==> src/rtl/tile_painter.sv <==
// Tile painter for the memory-sequence game: resolves a tile ID from one of three sources,
// then streams every pixel of that tile to the VGA adapter with a busy/done/err handshake.
module tile_painter #(
  parameter int GRID_COLS  = 2,
  parameter int GRID_ROWS  = 2,
  parameter int TILE_SIZE  = 8,
  parameter int SEQ_LEN    = 9,
  parameter int XY_W       = 8,
  parameter int COLOUR_W   = 3,
  localparam int NUM_TILES = GRID_COLS * GRID_ROWS,
  localparam int IDW       = (NUM_TILES > 1) ? $clog2(NUM_TILES) : 1,
  localparam int STW       = (SEQ_LEN > 1) ? $clog2(SEQ_LEN) : 1
) (
  input  logic                   clock,
  input  logic                   resetn,
  input  logic                   start,
  input  logic                   erase,
  input  logic                   load_correct,
  input  logic                   load_random,
  input  logic [IDW-1:0]         correct,
  input  logic [IDW-1:0]         boot,
  input  logic [STW-1:0]         step,
  input  logic [SEQ_LEN*IDW-1:0] seq,
  output logic [XY_W-1:0]        x,
  output logic [XY_W-1:0]        y,
  output logic [COLOUR_W-1:0]    colour,
  output logic                   plot,
  output logic                   busy,
  output logic                   done,
  output logic                   err
);

  localparam int            PW     = (TILE_SIZE > 1) ? $clog2(TILE_SIZE) : 1;
  localparam logic [PW-1:0] P_LAST = PW'(TILE_SIZE - 1);

  typedef enum logic [1:0] {S_IDLE, S_LOAD, S_DRAW, S_DONE} state_t;
  state_t state_q, state_d;

  // Request captured at acceptance; later input changes cannot disturb a draw.
  logic                   erase_q, lc_q, lr_q;
  logic [IDW-1:0]         correct_q, boot_q;
  logic [STW-1:0]         step_q;
  logic [SEQ_LEN*IDW-1:0] seq_q;

  logic [XY_W-1:0]        base_x_q, base_y_q;
  logic [COLOUR_W-1:0]    tile_colour_q;
  logic [PW-1:0]          px_q, py_q;

  logic [IDW-1:0]         rand_id, sel_id;
  logic                   sel_ok, accept, reject, last_pix;
  logic [XY_W-1:0]        tile_x, tile_y;
  logic [COLOUR_W-1:0]    tile_colour;

  // Sequence entries are stored MSB-first: seq[k*IDW] is the most significant ID bit.
  always_comb begin
    // NOTE: every combinational output gets a default first, so no path can infer a latch.
    rand_id = '0;
    for (int k = 0; k < SEQ_LEN; k++) begin
      if (32'(step_q) == 32'(k)) begin
        for (int i = 0; i < IDW; i++) rand_id[IDW-1-i] = seq_q[k*IDW + i];
      end
    end
  end

  always_comb begin
    sel_id = boot_q;
    sel_ok = 1'b1;
    if (lc_q) begin
      sel_id = correct_q;
    end else if (lr_q) begin
      sel_id = rand_id;
      if (32'(step_q) >= 32'(SEQ_LEN)) sel_ok = 1'b0;
    end
    if (32'(sel_id) >= 32'(NUM_TILES)) sel_ok = 1'b0;
    tile_x      = XY_W'((32'(sel_id) % 32'(GRID_COLS)) * 32'(TILE_SIZE));
    tile_y      = XY_W'((32'(sel_id) / 32'(GRID_COLS)) * 32'(TILE_SIZE));
    tile_colour = erase_q ? '0 : COLOUR_W'(32'(sel_id) + 32'd1);
  end

  assign last_pix = (px_q == P_LAST) && (py_q == P_LAST);

  always_comb begin
    state_d = state_q;
    accept  = 1'b0;
    reject  = 1'b0;
    case (state_q)
      S_IDLE: if (start) begin
        state_d = S_LOAD;
        accept  = 1'b1;
      end
      S_LOAD: if (sel_ok) begin
        state_d = S_DRAW;
      end else begin
        state_d = S_IDLE;
        reject  = 1'b1;
      end
      S_DRAW:  if (last_pix) state_d = S_DONE;
      S_DONE:  state_d = S_IDLE;
      default: state_d = S_IDLE;
    endcase
  end

  always_ff @(posedge clock or negedge resetn) begin
    // NOTE: sequential state uses non-blocking assignment so every register samples pre-edge values.
    if (!resetn) state_q <= S_IDLE;
    else         state_q <= state_d;
  end

  // Handshake and pixel outputs are registered one cycle behind the state.
  always_ff @(posedge clock or negedge resetn) begin
    if (!resetn) begin
      erase_q       <= 1'b0;
      lc_q          <= 1'b0;
      lr_q          <= 1'b0;
      correct_q     <= '0;
      boot_q        <= '0;
      step_q        <= '0;
      seq_q         <= '0;
      base_x_q      <= '0;
      base_y_q      <= '0;
      tile_colour_q <= '0;
      px_q          <= '0;
      py_q          <= '0;
      x             <= '0;
      y             <= '0;
      colour        <= '0;
      plot          <= 1'b0;
      busy          <= 1'b0;
      done          <= 1'b0;
      err           <= 1'b0;
    end else begin
      busy <= (state_d != S_IDLE);
      done <= (state_q == S_DONE);
      err  <= reject;
      plot <= (state_q == S_DRAW);

      if (accept) begin
        erase_q   <= erase;
        lc_q      <= load_correct;
        lr_q      <= load_random;
        correct_q <= correct;
        boot_q    <= boot;
        step_q    <= step;
        seq_q     <= seq;
      end

      if (state_q == S_LOAD && sel_ok) begin
        base_x_q      <= tile_x;
        base_y_q      <= tile_y;
        tile_colour_q <= tile_colour;
      end

      if (state_q == S_DRAW) begin
        x      <= base_x_q + XY_W'(px_q);
        y      <= base_y_q + XY_W'(py_q);
        colour <= tile_colour_q;
        if (px_q == P_LAST) begin
          px_q <= '0;
          py_q <= py_q + 1'b1;
        end else begin
          px_q <= px_q + 1'b1;
        end
      end else begin
        px_q <= '0;
        py_q <= '0;
      end
    end
  end

endmodule

==> config.mk <==
export PLATFORM = sky130hd
export DESIGN_NAME = tile_painter
export DESIGN_NICKNAME = d
export VERILOG_FILES = /design/src/rtl/tile_painter.sv
export SDC_FILE = /design/constraint.sdc
export NUM_CORES = 1
export LEC_CHECK = 0
export CAP_MARGIN = 10
export CORE_MARGIN = 2
export CORE_UTILIZATION = 30
export CTS_CLUSTER_SIZE = 16
export DETAILED_ROUTE_END_ITERATION = 8
export GPL_ROUTABILITY_DRIVEN = 0
export MAX_ROUTING_LAYER = met4
export SYNTH_ARGS = -nofsm -noshare
export SYNTH_HDL_FRONTEND = slang
export SYNTH_SLANG_ARGS = --single-unit
export TNS_END_PERCENT = 20
==> constraint.sdc <==
create_clock -name clock -period 7.2 [get_ports clock]
set_clock_uncertainty 0.15 [all_clocks]
set_input_delay 1.44 -clock clock [delete_from_list [all_inputs] [get_ports clock]]
set_output_delay 1.44 -clock clock [all_outputs]
set_load 0.01 [all_outputs]
== Yosys cells after proc, flatten, opt, wreduce, memory -nomap -nowiden ==
Cells that the tools add are included.
Cells by class
  divide/modulo/power cells: 0
  order comparisons: 1
  bitwise logic cells: 0
  shift-type cells: 0
  multiply operators: 0
  $add $sub $neg: 5
  equality and inequality tests: 14
  reduce and logical (&&, ||, !) cells: 5
  multiplexer cells: 27
Operators by type and width (number)
  2-to-1 mux 2 bit: 14
  equality test 4 x 3 -> 1 bit (second input constant): 4
  2-to-1 mux 3 bit: 5
  adder 4 x 3 -> 5 bit: 2
  equality test 4 x 2 -> 1 bit (second input constant): 2
  case mux 2 bit (4 select lines): 1
  2-to-1 mux 1 bit: 7
  adder 3 x 1 -> 3 bit (second input constant): 2
  equality test 3 bit (second input constant): 2
  equality test 2 bit (second input constant): 2
  equality test 4 x 1 -> 1 bit (second input constant): 1
  equality test 4 bit (second input constant): 1
  >= comparator 4 bit (second input constant): 1
  logical NOT 4 bit: 1
  adder 2 x 1 -> 3 bit (second input constant): 1
  equality test 2 x 1 -> 1 bit (second input constant): 1
  logical AND 1 bit: 2
  logical NOT 2 bit: 1
  inequality test 2 bit (second input constant): 1
  nonzero test 2 bit: 1
Storage, ports and cells
  bits in writable memories: 0
  bits in latches: 0
  memories: 0
  register bits after elaboration: 65
  memory bits (read-only): 0
  input port bits: 32

== Depth between registers and ports, before layout ==
  word-level depth: 14
  depth in mapped cells: 9
  depth with buffers taken out: 8

== Worst setup path after synthesis ==
OpenSTA, ideal clock, no wires.
  path type: input to register
  start: input port start
  end: register boot_q[0]
  buffers on the path: 1
  library setup time: 125 ps
  setup slack: 4417 ps
  data arrival time: 2508 ps
  stages: 3
  cell sequence: nor3b_2 -> clkbuf_1 -> mux2_2
On the way
  longest elaborated chain between the ends: 2
RTL lines
  start: declaration: RTL line 16  | input logic start,
  2-to-1 mux 1 bit: RTL line 87  | S_IDLE: if (start) begin
  2-to-1 mux 1 bit: RTL line 86  | case (state_q)
  end signal: assignment: RTL line 142  | boot_q <= boot;
  end: declaration: RTL line 41  | logic [IDW-1:0] correct_q, boot_q;
Every way passes these cells.
A chain may end at the register's enable or synchronous reset.

== Final worst setup path ==
  start: register colour[0]
  end: output port colour[0]
RTL lines
  start: declaration: RTL line 26  | output logic [COLOUR_W-1:0] colour,
  start signal: assignment: RTL line 156  | colour <= tile_colour_q;
No word-level cell between the ends.

==> reports/metrics.yaml <==
run_status:
  run_status: "finished clean"
grt:
  gr-total-overflow: 0
  grt_pass1_vias: 1671
  grt_start_max_net_pins: 58
  grt_pass1_wl_microns: 7886
  antenna_found_initial: 0
  groute.usage.overall_pct: 11.69
finish:
  antenna_cells: 0
  final_cell_mix: "sky130_fd_sc_hd__dfrtp_1 (57), sky130_fd_sc_hd__clkdlybuf4s50_1 (45), sky130_fd_sc_hd__nand2_1 (41)"
  layout-drive-gt1-share_pct: 19.70
  final_nets: 301
  postLayoutCellArea_sq_mm: 0.003237
  synth_to_layout_area_growth_pct: 28.45
  fin_cells: 374
  mostFrequentLayoutCell: "sky130_fd_sc_hd__dfrtp_1"
setup_path:
  worstSetupEndpointType: "primary output"
  cp.arrival_ps: 1220
  critical-path-max-stage-delay_ps: 540
  timing.critical_path.fanout_max: 2
  critPathTopFamily: "buffers and inverters"
  worst_setup_path_start_kind: "flop"
  critical_path.slowest_cell: "sky130_fd_sc_hd__clkdlybuf4s50_1"
  worst-endpoint-required_ps: 5610
  critical_path.n_buffers_inverters: 1
  timing.setup.critical_path_class: "reg -> out"
  cp_cell_sequence: "clkdlybuf4s50_1"
die:
  pin_count: 55
  coreArea_sq_mm: 0.008175
  start_util_pct: 30.82
  dieWidth_microns: 95.65
  die_h_microns: 95.65
  row_count: 33
  die_area_sq_mm: 0.009149
power:
  comb_power_share_pct: 33.5
  p_leak_uw: 0.001446
  irDropWorstVdd_v: 0.00009619
  p_per_area_mw_per_mm2: 386.5
  p_sw_share_pct: 32.90
  power.share.sequential_pct: 44.3
  power.clock.fraction_pct: 22.2
  p_int_uw: 839.4
  net_switching_component_of_the_power_uw: 411.6
cts:
  clock_tree.htree_level_count: 3
  tritoncts_num_sinks: 57
  worst_setup_hold_path_clk_slew_ps: 60
  cts_inserted_buffers: 9
  cts.root.buffer_cell: "sky130_fd_sc_hd__clkbuf_8"
  tritoncts: "yes"
  cts_resized: 0
  post-cts-setup-buffer-count: 0
  max-clock-path-buffers: 2
  postCtsHoldBufs: 0
  clkLatencyLatePin_ps: 320
timing:
  finalCriticalPeriod_ps: 2809
  timing.final.max_slew_violations: 0
  timing.slew.headroom_pct: 52.73
  rsz0062_at_grt: "no"
  fmax_mhz: 356.1
  final_hold_viol_count: 0
  timing.setup.tns_ps: 0
  setup_viol: 0
  worst_slew_pin_slew_ps: 709.1
  post-route-worst-setup-slack_ps: 4392
  fin_crit_sh_pct: 39.01
  timing.hold.ws_ps: 322.2
place:
  io_buffer_count: 46
  placed_cells: 358
  place_ws_ps: 4059
  place_area_sq_mm: 0.003044
  dpl.hpwl_microns: 3268
drt:
  detail_route.drc_violations: 0
  drt_first_pass_iters: 4
  drtIter0Drc: 111
  drt.antenna.violating_nets: 0
  dr_total_vias: 1647
  via_per_inst: 4.404
  finalWirelength_microns: 4769
  routedWlPerCell_microns: 12.75
logic_synthesis:
  post_synthesis_cell_area_sq_mm: 0.002520
  ys_seq_area_share_pct: 56.60
  synth_top_area_share_pct: 56.60
  synth_top_area_cell: "sky130_fd_sc_hd__dfrtp_1"
  synthesis.instances: 216
  synth.yosys.warnings: 0
  avgSynthCellArea_sq_um: 11.67
  post_synth_num_cell_types: 39
  post_synth_main_area_contributors: "sky130_fd_sc_hd__dfrtp_1 (57%), sky130_fd_sc_hd__mux2_2 (13%), sky130_fd_sc_hd__nand2_1 (6.1%)"
  postSynthRegisterBits: 57
flow_run:
  max-cap-violations: 0
min_path:
  hp-class: "reg -> reg"
-- layout make-up --
| type | count | area (sq um) |
|---|---|---|
| repair buffers | 48 | 470.5 |
| clock inverters | 2 | 10.01 |
| well taps | 105 | 131.4 |
| flip-flops and latches | 57 | 1426 |
| fillers | 809 | 4938 |
| multi-input cells | 143 | 997.2 |
| clock buffers | 14 | 182.7 |
| inverters | 5 | 18.77 |
-- power by group through the flow --
stage	Sequential (uW)	Combinational, uW	Clock [uW]
detailed placement	559	424	0
CTS	554	427	286
global route	575	472	300
global placement	558	419	0
floorplan	527	316	0
finish	554	419	278
-- final timing paths --
check                               start                to  slack [ps]  depth (start not counted)
worst max-delay path            colour[0]         colour[0]        4390                          1
min in group asynchronous          resetn          seq_q[8]        1100                          2
worst min register to register       x[0]              x[0]         320                          2
worst max register to register  step_q[0]  tile_colour_q[1]        4530                          8
worst min-delay path                 x[0]              x[0]         320                          2
max in group asynchronous          resetn              x[2]        5340                          2
-- synthesized netlist by cell type --
library cell,number
sky130_fd_sc_hd__o221ai_1,1
sky130_fd_sc_hd__or2_2,1
sky130_fd_sc_hd__a2111oi_0,1
sky130_fd_sc_hd__a21oi_1,4
sky130_fd_sc_hd__o22ai_1,2
sky130_fd_sc_hd__nand2b_1,5
sky130_fd_sc_hd__or3b_2,1
sky130_fd_sc_hd__buf_4,9
sky130_fd_sc_hd__dfrtp_1,57
sky130_fd_sc_hd__clkbuf_1,6
sky130_fd_sc_hd__nor4_1,1
sky130_fd_sc_hd__o41ai_1,1
sky130_fd_sc_hd__conb_1,1
sky130_fd_sc_hd__o31ai_1,3
sky130_fd_sc_hd__or4b_4,1
sky130_fd_sc_hd__mux2i_1,7
sky130_fd_sc_hd__o2111ai_1,1
sky130_fd_sc_hd__or4_1,1
sky130_fd_sc_hd__xnor2_1,1
sky130_fd_sc_hd__buf_2,1
sky130_fd_sc_hd__o21ai_0,8
sky130_fd_sc_hd__and2_1,2
sky130_fd_sc_hd__nor3b_2,1
sky130_fd_sc_hd__ha_1,5
sky130_fd_sc_hd__and2b_1,1
sky130_fd_sc_hd__nand3b_1,1
sky130_fd_sc_hd__o21ai_2,1
sky130_fd_sc_hd__nor3b_1,2
sky130_fd_sc_hd__nand2_1,41
sky130_fd_sc_hd__nor3_1,1
sky130_fd_sc_hd__mux2_2,28
sky130_fd_sc_hd__buf_6,1
sky130_fd_sc_hd__nor2b_1,3
sky130_fd_sc_hd__a31o_2,1
sky130_fd_sc_hd__nor2_1,7
sky130_fd_sc_hd__o311ai_0,1
sky130_fd_sc_hd__a2111oi_2,1
sky130_fd_sc_hd__buf_1,1
sky130_fd_sc_hd__inv_1,5
-- cells by family (layout without fill, tap and decap cells) --
| logic type | count (synthesis) | in the layout | share of synthesized area [%] |
|---|---|---|---|
| simple gates | 69 | 69 | 13.21 |
| flops | 57 | 57 | 56.60 |
| fa+ha+maj | 5 | 5 | 2.483 |
| xor+xnor | 1 | 1 | 0.3476 |
| compound gates | 25 | 25 | 6.803 |
| other cells | 1 | 8 | 0.1488 |
| mux | 35 | 35 | 15.29 |
| buf+inv | 23 | 69 | 5.114 |
-- flip-flops by register name, indices dropped and copies added (netlist names), 2 cells and up --
signal,cells
boot_q,2
colour,3
correct_q,2
px_q,3
py_q,3
seq_q,18
state_q,2
step_q,4
tile_colour_q,3
x,4
y,4
-- worst register-to-register path: cells and delay by family, from the launching register on --
family	cells	cell delay [ps]
flops	1	580
fa+ha+maj	1	300
compound gates	4	710
simple gates	3	800
-- per-layer routing --
layer  up-vias  GRT usage, %  share of wire (%)
li1        818             -                  -
met2        35         16.96                 45
met4         0         5.357                1.4
met1       787         15.22                 49
met3         7         3.162                3.8
met5         -             -                  0
-- metrics by stage --
| stage | power, uW | utilization (%) |
|---|---|---|
| 2_1_floorplan | 843.6 | - |
| 3_3_place_gp | 976.4 | 37.24 |
| 3_5_place_dp | 982.9 | 37.24 |
| 4_1_cts | 1268 | 39.59 |
| 5_1_grt | 1347 | 39.59 |
| 6_report | 1251 | 39.59 |
Note: power is estimated with default switching activity, not from simulation.
